File: config.mk
export PLATFORM = sky130hd
export DESIGN_NAME = stream_tagger
export DESIGN_NICKNAME = d
export VERILOG_FILES = /design/src/rtl/stream_tagger.sv
export SDC_FILE = /design/constraint.sdc
export NUM_CORES = 1
export LEC_CHECK = 0
export BUFFER_PORTS_ARGS = -buffer_cell sky130_fd_sc_hd__clkbuf_2
export CORE_ASPECT_RATIO = 1.25
export CORE_MARGIN = 2
export CORE_UTILIZATION = 37
export DETAILED_ROUTE_END_ITERATION = 7
export PLACE_DENSITY = 0.76
export RECOVER_POWER = 50
export SETUP_SLACK_MARGIN = 0.3
export SYNTH_ARGS = -nofsm -noshare
export SYNTH_HDL_FRONTEND = slang
export SYNTH_SLANG_ARGS = --single-unit
File: constraint.sdc
create_clock -name clk -period 1.4 [get_ports clk]
set_clock_uncertainty 0.1 [all_clocks]
set_input_delay 0 -clock clk [delete_from_list [all_inputs] [get_ports clk]]
set_output_delay 0 -clock clk [all_outputs]
set_load 0.01 [all_outputs]
File: src/rtl/stream_tagger.sv
// Stream tagger: attaches a destination tag to each input element and forks it to
// NUM_OUTPUTS tagged-mux inputs through a single output register stage.

module stream_tagger_cfg_chk #(
  parameter int TAG_WIDTH = 2,
  parameter int NUM_TAGS  = 4,
  parameter int TAG_MODE  = 0
) ();
  if ((NUM_TAGS < 1) || (NUM_TAGS > (1 << TAG_WIDTH))) begin : g_tags_range
    $error("stream_tagger: NUM_TAGS out of range for TAG_WIDTH");
  end
  if ((TAG_MODE != 0) && (NUM_TAGS != (1 << TAG_WIDTH))) begin : g_tags_full
    $error("stream_tagger: key/hash modes require NUM_TAGS == 2**TAG_WIDTH");
  end
endmodule

module stream_tagger #(
  parameter type data_t        = logic [31:0],
  parameter int  TAG_WIDTH     = 2,
  parameter int  NUM_TAGS      = 4,
  parameter int  NUM_OUTPUTS   = 4,
  parameter int  TAG_MODE      = 0,
  parameter int  KEY_LSB       = 0,
  parameter int  RR_RESET_LAST = 1
) (
  input  logic                   clk,
  input  logic                   rst_n,
  input  data_t                  in_data_i,
  input  logic                   in_keep_i,
  input  logic                   in_last_i,
  input  logic                   in_valid_i,
  output logic                   in_ready_o,
  output data_t                  out_data_o [NUM_OUTPUTS],
  output logic [NUM_OUTPUTS-1:0] out_keep_o,
  output logic [NUM_OUTPUTS-1:0] out_last_o,
  output logic [TAG_WIDTH-1:0]   out_tag_o  [NUM_OUTPUTS],
  output logic [NUM_OUTPUTS-1:0] out_valid_o,
  input  logic [NUM_OUTPUTS-1:0] out_ready_i
);

  localparam int DW = $bits(data_t);

  stream_tagger_cfg_chk #(
    .TAG_WIDTH (TAG_WIDTH),
    .NUM_TAGS  (NUM_TAGS),
    .TAG_MODE  (TAG_MODE)
  ) u_cfg_chk ();

  logic                   full_q, full_d;
  logic [NUM_OUTPUTS-1:0] done_q, done_d;
  data_t                  data_q, data_d;
  logic                   keep_q, keep_d;
  logic                   last_q, last_d;
  logic [TAG_WIDTH-1:0]   tag_q, tag_d;
  logic [TAG_WIDTH-1:0]   rr_cnt_q, rr_cnt_d;

  logic [NUM_OUTPUTS-1:0] accept_s;
  logic                   retire_s;
  logic                   load_s;
  logic [DW+31:0]         data_ext_s;
  logic [31:0]            key_s;
  logic [31:0]            hash_s;
  logic [TAG_WIDTH-1:0]   tag_s;

  // Key is zero-extended when the payload is narrower than KEY_LSB+32 bits.
  assign data_ext_s = {32'd0, in_data_i};
  assign key_s      = 32'(data_ext_s >> KEY_LSB);
  assign hash_s     = key_s * 32'h9E37_79B1;

  assign out_valid_o = {NUM_OUTPUTS{full_q}} & ~done_q;
  assign accept_s    = out_valid_o & out_ready_i;
  assign retire_s    = full_q & (&(done_q | accept_s));
  assign in_ready_o  = ~full_q | retire_s;
  assign load_s      = in_valid_i & in_ready_o;

  for (genvar j = 0; j < NUM_OUTPUTS; j++) begin : g_out
    assign out_data_o[j] = data_q;
    assign out_keep_o[j] = keep_q;
    assign out_last_o[j] = last_q;
    assign out_tag_o[j]  = tag_q;
  end

  // Tag selection for the element being loaded.
  always_comb begin
    case (TAG_MODE)
      1:       tag_s = key_s[TAG_WIDTH-1:0];
      2:       tag_s = TAG_WIDTH'(hash_s >> (32 - TAG_WIDTH));
      default: tag_s = rr_cnt_q;
    endcase
  end

  // Next state of the output register, fork bookkeeping and round-robin counter.
  always_comb begin
    full_d   = full_q;
    done_d   = done_q | accept_s;
    data_d   = data_q;
    keep_d   = keep_q;
    last_d   = last_q;
    tag_d    = tag_q;
    rr_cnt_d = rr_cnt_q;
    if (load_s) begin
      full_d = 1'b1;
      done_d = {NUM_OUTPUTS{1'b0}};
      data_d = in_data_i;
      keep_d = in_keep_i;
      last_d = in_last_i;
      tag_d  = tag_s;
      if (in_last_i && (RR_RESET_LAST != 0)) begin
        rr_cnt_d = {TAG_WIDTH{1'b0}};
      end else if (in_keep_i) begin
        rr_cnt_d = (rr_cnt_q == TAG_WIDTH'(NUM_TAGS - 1)) ? {TAG_WIDTH{1'b0}}
                                                          : rr_cnt_q + TAG_WIDTH'(1);
      end else begin
        rr_cnt_d = rr_cnt_q;
      end
    end else if (retire_s) begin
      full_d = 1'b0;
      done_d = {NUM_OUTPUTS{1'b0}};
    end else begin
      full_d = full_q;
    end
  end

  // State registers; a held element is discarded on reset.
  always_ff @(posedge clk) begin
    if (!rst_n) begin
      full_q   <= 1'b0;
      done_q   <= {NUM_OUTPUTS{1'b0}};
      data_q   <= data_t'(0);
      keep_q   <= 1'b0;
      last_q   <= 1'b0;
      tag_q    <= {TAG_WIDTH{1'b0}};
      rr_cnt_q <= {TAG_WIDTH{1'b0}};
    end else begin
      full_q   <= full_d;
      done_q   <= done_d;
      data_q   <= data_d;
      keep_q   <= keep_d;
      last_q   <= last_d;
      tag_q    <= tag_d;
      rr_cnt_q <= rr_cnt_d;
    end
  end

endmodule

* Word level (Yosys, flattened, before mapping)
Index checks and enable logic that the tools add are counted.
** Operators by class
- $add $sub $neg :: 1
- Equality and inequality tests :: 1
- Multiplexer cells :: 5
- Bitwise logic cells :: 9
- Reductions and logical operators :: 5
** Operator list (number)
- 4-bit AND :: 2
- 2-bit 2-to-1 mux :: 3
- 4-bit inverter :: 1
- 4-bit bitwise OR :: 1
- 4-bit AND reduction :: 1
- 2-bit nonzero test :: 2
- 3-bit OR reduction :: 1
- 2-bit by 1-bit adder with 2-bit output, second input constant :: 1
- 1-bit AND :: 2
- 2-bit equality test, second input constant :: 1
- 1-bit 2-to-1 mux :: 2
- 1-bit inverter :: 2
- 2-bit AND reduction :: 1
- 1-bit bitwise OR :: 1
** Word-level totals
- Bits in registers :: 43
- Word-level logic and storage cells :: 28

* Longest topological paths before layout
- Depth after elaboration :: 9
- Depth in mapped cells :: 7
- Gate-level depth less buffers :: 5

* Least setup slack after synthesis
Ideal clock, no wire load.
- Path kind :: register to register
- Start point :: register done_q[3]
- End point :: register tag_q[0]
- Arrival :: 1.294 ns
- Required time :: 1.228 ns
- Path slack :: -0.066 ns
- Stages on the path, launching flop included :: 8
- Path buffers :: 2
- Clock period less this slack :: 1.466 ns
- Cells stage by stage :: dfxtp_1 -> o22ai_1 -> o21a_2 -> inv_2 -> and2_4 -> buf_12 -> buf_12 -> mux2i_1
** Between the ends
- Cells in the longest elaborated chain, start to end :: 8
** RTL lines
- from (decl) :: line 50 : logic [NUM_OUTPUTS-1:0] done_q, done_d;
- from (signal assigned) :: line 128 : done_q <= {NUM_OUTPUTS{1'b0}};
- from (signal assigned) :: line 136 : done_q <= done_d;
- 4-bit inverter :: line 70 : assign out_valid_o = {NUM_OUTPUTS{full_q}} & ~done_q;
- 4-bit AND :: line 70
- 4-bit AND :: line 71 : assign accept_s = out_valid_o & out_ready_i;
- 4-bit bitwise OR * :: line 72 : assign retire_s = full_q & (&(done_q | accept_s));
- 4-bit AND reduction * :: line 72
- 1-bit AND * :: line 72
- 1-bit bitwise OR * :: line 73 : assign in_ready_o = ~full_q | retire_s;
- named net in_ready_o :: line 32 : output logic in_ready_o,
- 1-bit AND * :: line 74 : assign load_s = in_valid_i & in_ready_o;
- to (signal assigned) :: line 132 : tag_q <= {TAG_WIDTH{1'b0}};
- to (signal assigned) :: line 140 : tag_q <= tag_d;
- to (decl) :: line 54 : logic [TAG_WIDTH-1:0] tag_q, tag_d;
The timed path passes the listed nets; every way through them passes the cells marked *.
A chain may end at the register's enable or synchronous reset.

* Final worst setup path
- Start point :: register done_q[3]
- End point :: register data_q[5] (netlist bit)
** Between the ends
- Cells in the longest elaborated chain, start to end :: 8
** RTL lines
- 4-bit inverter :: line 70
- 4-bit AND :: line 70
- 4-bit AND :: line 71
- 4-bit bitwise OR * :: line 72
- 4-bit AND reduction * :: line 72
- 1-bit AND * :: line 72
- 1-bit bitwise OR * :: line 73
- 1-bit AND * :: line 74
- to (signal assigned) :: line 129 : data_q <= data_t'(0);
- to (signal assigned) :: line 137 : data_q <= data_d;
- to (decl) :: line 51 : data_t data_q, data_d;
Mark *: on every way between the ends. The rest lies on a longest branch, timed or not.

==> qor.yml <==
status: "finished, violations left"
violations: "setup timing"
combPwrFrac_pct: 26.3
sw_frac_of_total_pct: 28.8
htreeDepth: 2
dp_cells: 473
dp_hpwl_mm: 3.90
drt_first_pass_iters: 4
grt.overflow.total: 0
pin_count: 190
p_leak_nw: 1.64
antenna_cells: 0
rows: 34
cts_tree: "built"
drive_above_1_share_pct: 35.9
synth_top_family_by_area: "buffers and inverters"
cts_num_sinks: 43
worstPathArrival_ns: 1.53
hold_viol: 0
synth_compound_area_share_pct: 2.87
wire_per_inst_microns: 11.6
synthAdderAreaFrac_pct: 0.478
clkPwrFrac_pct: 30.8
antenna_found_initial: 0
synthDistinctLibCells: 21
p_switching_w: 0.000930
syn_inst: 306
die_area_sq_mm: 0.00776
critical_path_class: "register to register"
yosysWarnings: 0
period_minus_slack_ns: 1.41
max_freq_mhz: 708
numCtsBuffers: 5
max_slew_margin_pct: 79.1
area_growth_pct: 31.7
vdd_drop_max_v: 0.000389
synthXorXnorAreaFrac_pct: 0
period_share_pct: 101
die_y_microns: 98.0
final.setup.worst_slack_ns: -0.0128
setup_viol: 5
die_x_microns: 79.2
port_buffers: 189
hp-class: "input port to register"
nFillCells: 715
wirelength_mm: 6.08
track_usage_pct: 14.4
nNetsFinal: 476
finalMaxSlewViolations: 0
final_cell_area_sq_mm: 0.00344
seq_area_frac_synth_pct: 32.9
p_seq_share_pct: 42.9
clock_latency_ns: 0.29
drc: 0
p_int_w: 0.00229
cp.required_ns: 1.52
postPlaceCellArea_sq_mm: 0.00287
netlist_area_sq_mm: 0.00262
yosys-mux-area-fraction_pct: 13.8
postLayoutCoreUtil_pct: 50.0
clk_pin_slew_worst_paths_ns: 0.09
vias: 2274
yosys.area_share.simple_pct: 13.7
grt_pass1_vias: 2011
critPathMaxFanout: 15
drv_cap: 0
synth_seq_cells: 43
antenna_left: 0
instances_no_fill: 525
start_kind: "register"
tightest_slew_ns: 0.310
syn-mean-instance-area_sq_um: 8.55
power_density_mw_per_mm2: 936
first_iter_violations: 68
start_util_pct: 38.0
grt_max_degree: 37
rsz0062_at_grt: "true"
cts_root_buffer: "clkbuf_8"
grt_pass1_wl_mm: 9.06
clockBufferDepth: 2
viasPerCell: 4.33
syn_nets: 348
endpoint_kind: "register"
core_area_sq_mm: 0.00689
place_congestion: 0.730
[flip-flops by register name (all words and copies together), names as in the netlist]
signal	cells
data_q	32
done_q	4
full_q	1
keep_q	1
last_q	1
rr_cnt_q	2
tag_q	2
[power by group through the flow]
stage | Combinational [W] | Sequential [W] | Clock [W]
3_3_place_gp | 0.000724 | 0.00140 | 0
2_1_floorplan | 0.000612 | 0.00143 | 0
5_1_grt | 0.000910 | 0.00140 | 0.00107
4_1_cts | 0.000850 | 0.00138 | 0.00103
3_5_place_dp | 0.000730 | 0.00141 | 0
6_report | 0.000848 | 0.00138 | 0.000992
[synthesized netlist by cell type]
cell type	number	area (sq um)
buf_2	1	5.00
mux2i_1	36	360
buf_12	4	80.1
inv_1	1	3.75
a21oi_1	4	20.0
a41oi_1	1	8.76
nor2b_1	4	25.0
o32ai_1	1	8.76
and2b_2	1	8.76
nand2_1	73	274
and2_4	1	8.76
dfxtp_1	43	861
o21a_2	1	8.76
clkbuf_1	8	30.0
o21ai_0	2	10.0
ha_1	1	12.5
buf_4	110	826
nand4b_1	1	8.76
nor2_1	9	33.8
o22ai_1	3	18.8
inv_2	1	3.75
[repair_timing]
item / CTS / global route
pin swaps: 3 / 1
buffers inserted: 5 / 0
setup endpoints to repair: 48 / 52
hold endpoints to repair: 41 / 0
hold buffers: 39 / 0
gates resized for setup: 17 / 17
[final timing paths]
kind                   start          end  slack, ns  cells past startpoint
setup / recovery   done_q[3]    data_q[5]      -0.01                      6
hold / removal    in_valid_i  rr_cnt_q[0]       0.04                      3
setup reg to reg   done_q[3]    data_q[5]      -0.01                      6
hold reg to reg   data_q[24]   data_q[24]       0.40                      2
[cell families after synthesis]
kind of cell	after synthesis
AND/OR/NAND/NOR	89
buffers and inverters	125
multiplexers	36
adder cells (fa/ha/maj)	1
AO/OA/AOI/OAI	12
flip-flops	43
[critical path: stages (launching register included)]
cell and delay [ns]:
dfxtp_2 0.34, o22ai_2 0.09, o21a_2 0.21, inv_2 0.05, and2_4 0.18, buf_12 0.17, mux2i_1 0.19
[area by class of cell]
| cell class | count | area [sq um] | area share, % |
|---|---|---|---|
| clock inverters | 2 | 35.0 | 1.02 |
| flip-flops and latches | 43 | 868 | 25.2 |
| well taps | 90 | 113 | 3.27 |
| inverters | 2 | 7.51 | 0.218 |
| multi-input cells | 138 | 881 | 25.6 |
| clock buffers | 6 | 82.6 | 2.40 |
| repair buffers | 244 | 1460 | 42.3 |
[layout by cell type, fill, tap and decap left out, types with 2 or more instances in the layout]
cell             n
a21oi_1          4
buf_12           4
buf_4            8
buf_6            8
clkbuf_1        78
clkbuf_2       106
clkbuf_8         7
dfxtp_1         37
dfxtp_2          6
dlygate4sd3_1   39
mux2i_1         36
nand2_1         73
nor2_1           6
nor2_2           2
nor2b_4          3
o22ai_2          2
[per-stage QoR]
| step | TNS, ns | power, W | hold WS, ns | setup WS, ns |
|---|---|---|---|---|
| global placement | 0 | 0.00213 | 0.131 | 0.0471 |
| finish | -0.0280 | 0.00322 | 0.0360 | -0.0128 |
| detailed placement | 0 | 0.00214 | 0.137 | 0.00284 |
| floorplan | -1.25 | 0.00204 | 0.0190 | -0.0441 |
| CTS | -0.00988 | 0.00326 | 0.0129 | -0.00683 |
| global route | -1.42 | 0.00338 | 0.0162 | -0.0720 |
[routing by layer]
metal	share of wire (%)	GRT usage (%)	wire length, microns
met5	0	0	0
met4	2.7	6.10	166
met3	7.7	3.14	469
met2	53	27.9	3230
met1	36	14.5	2220
Power figures use the tool's default switching activity.
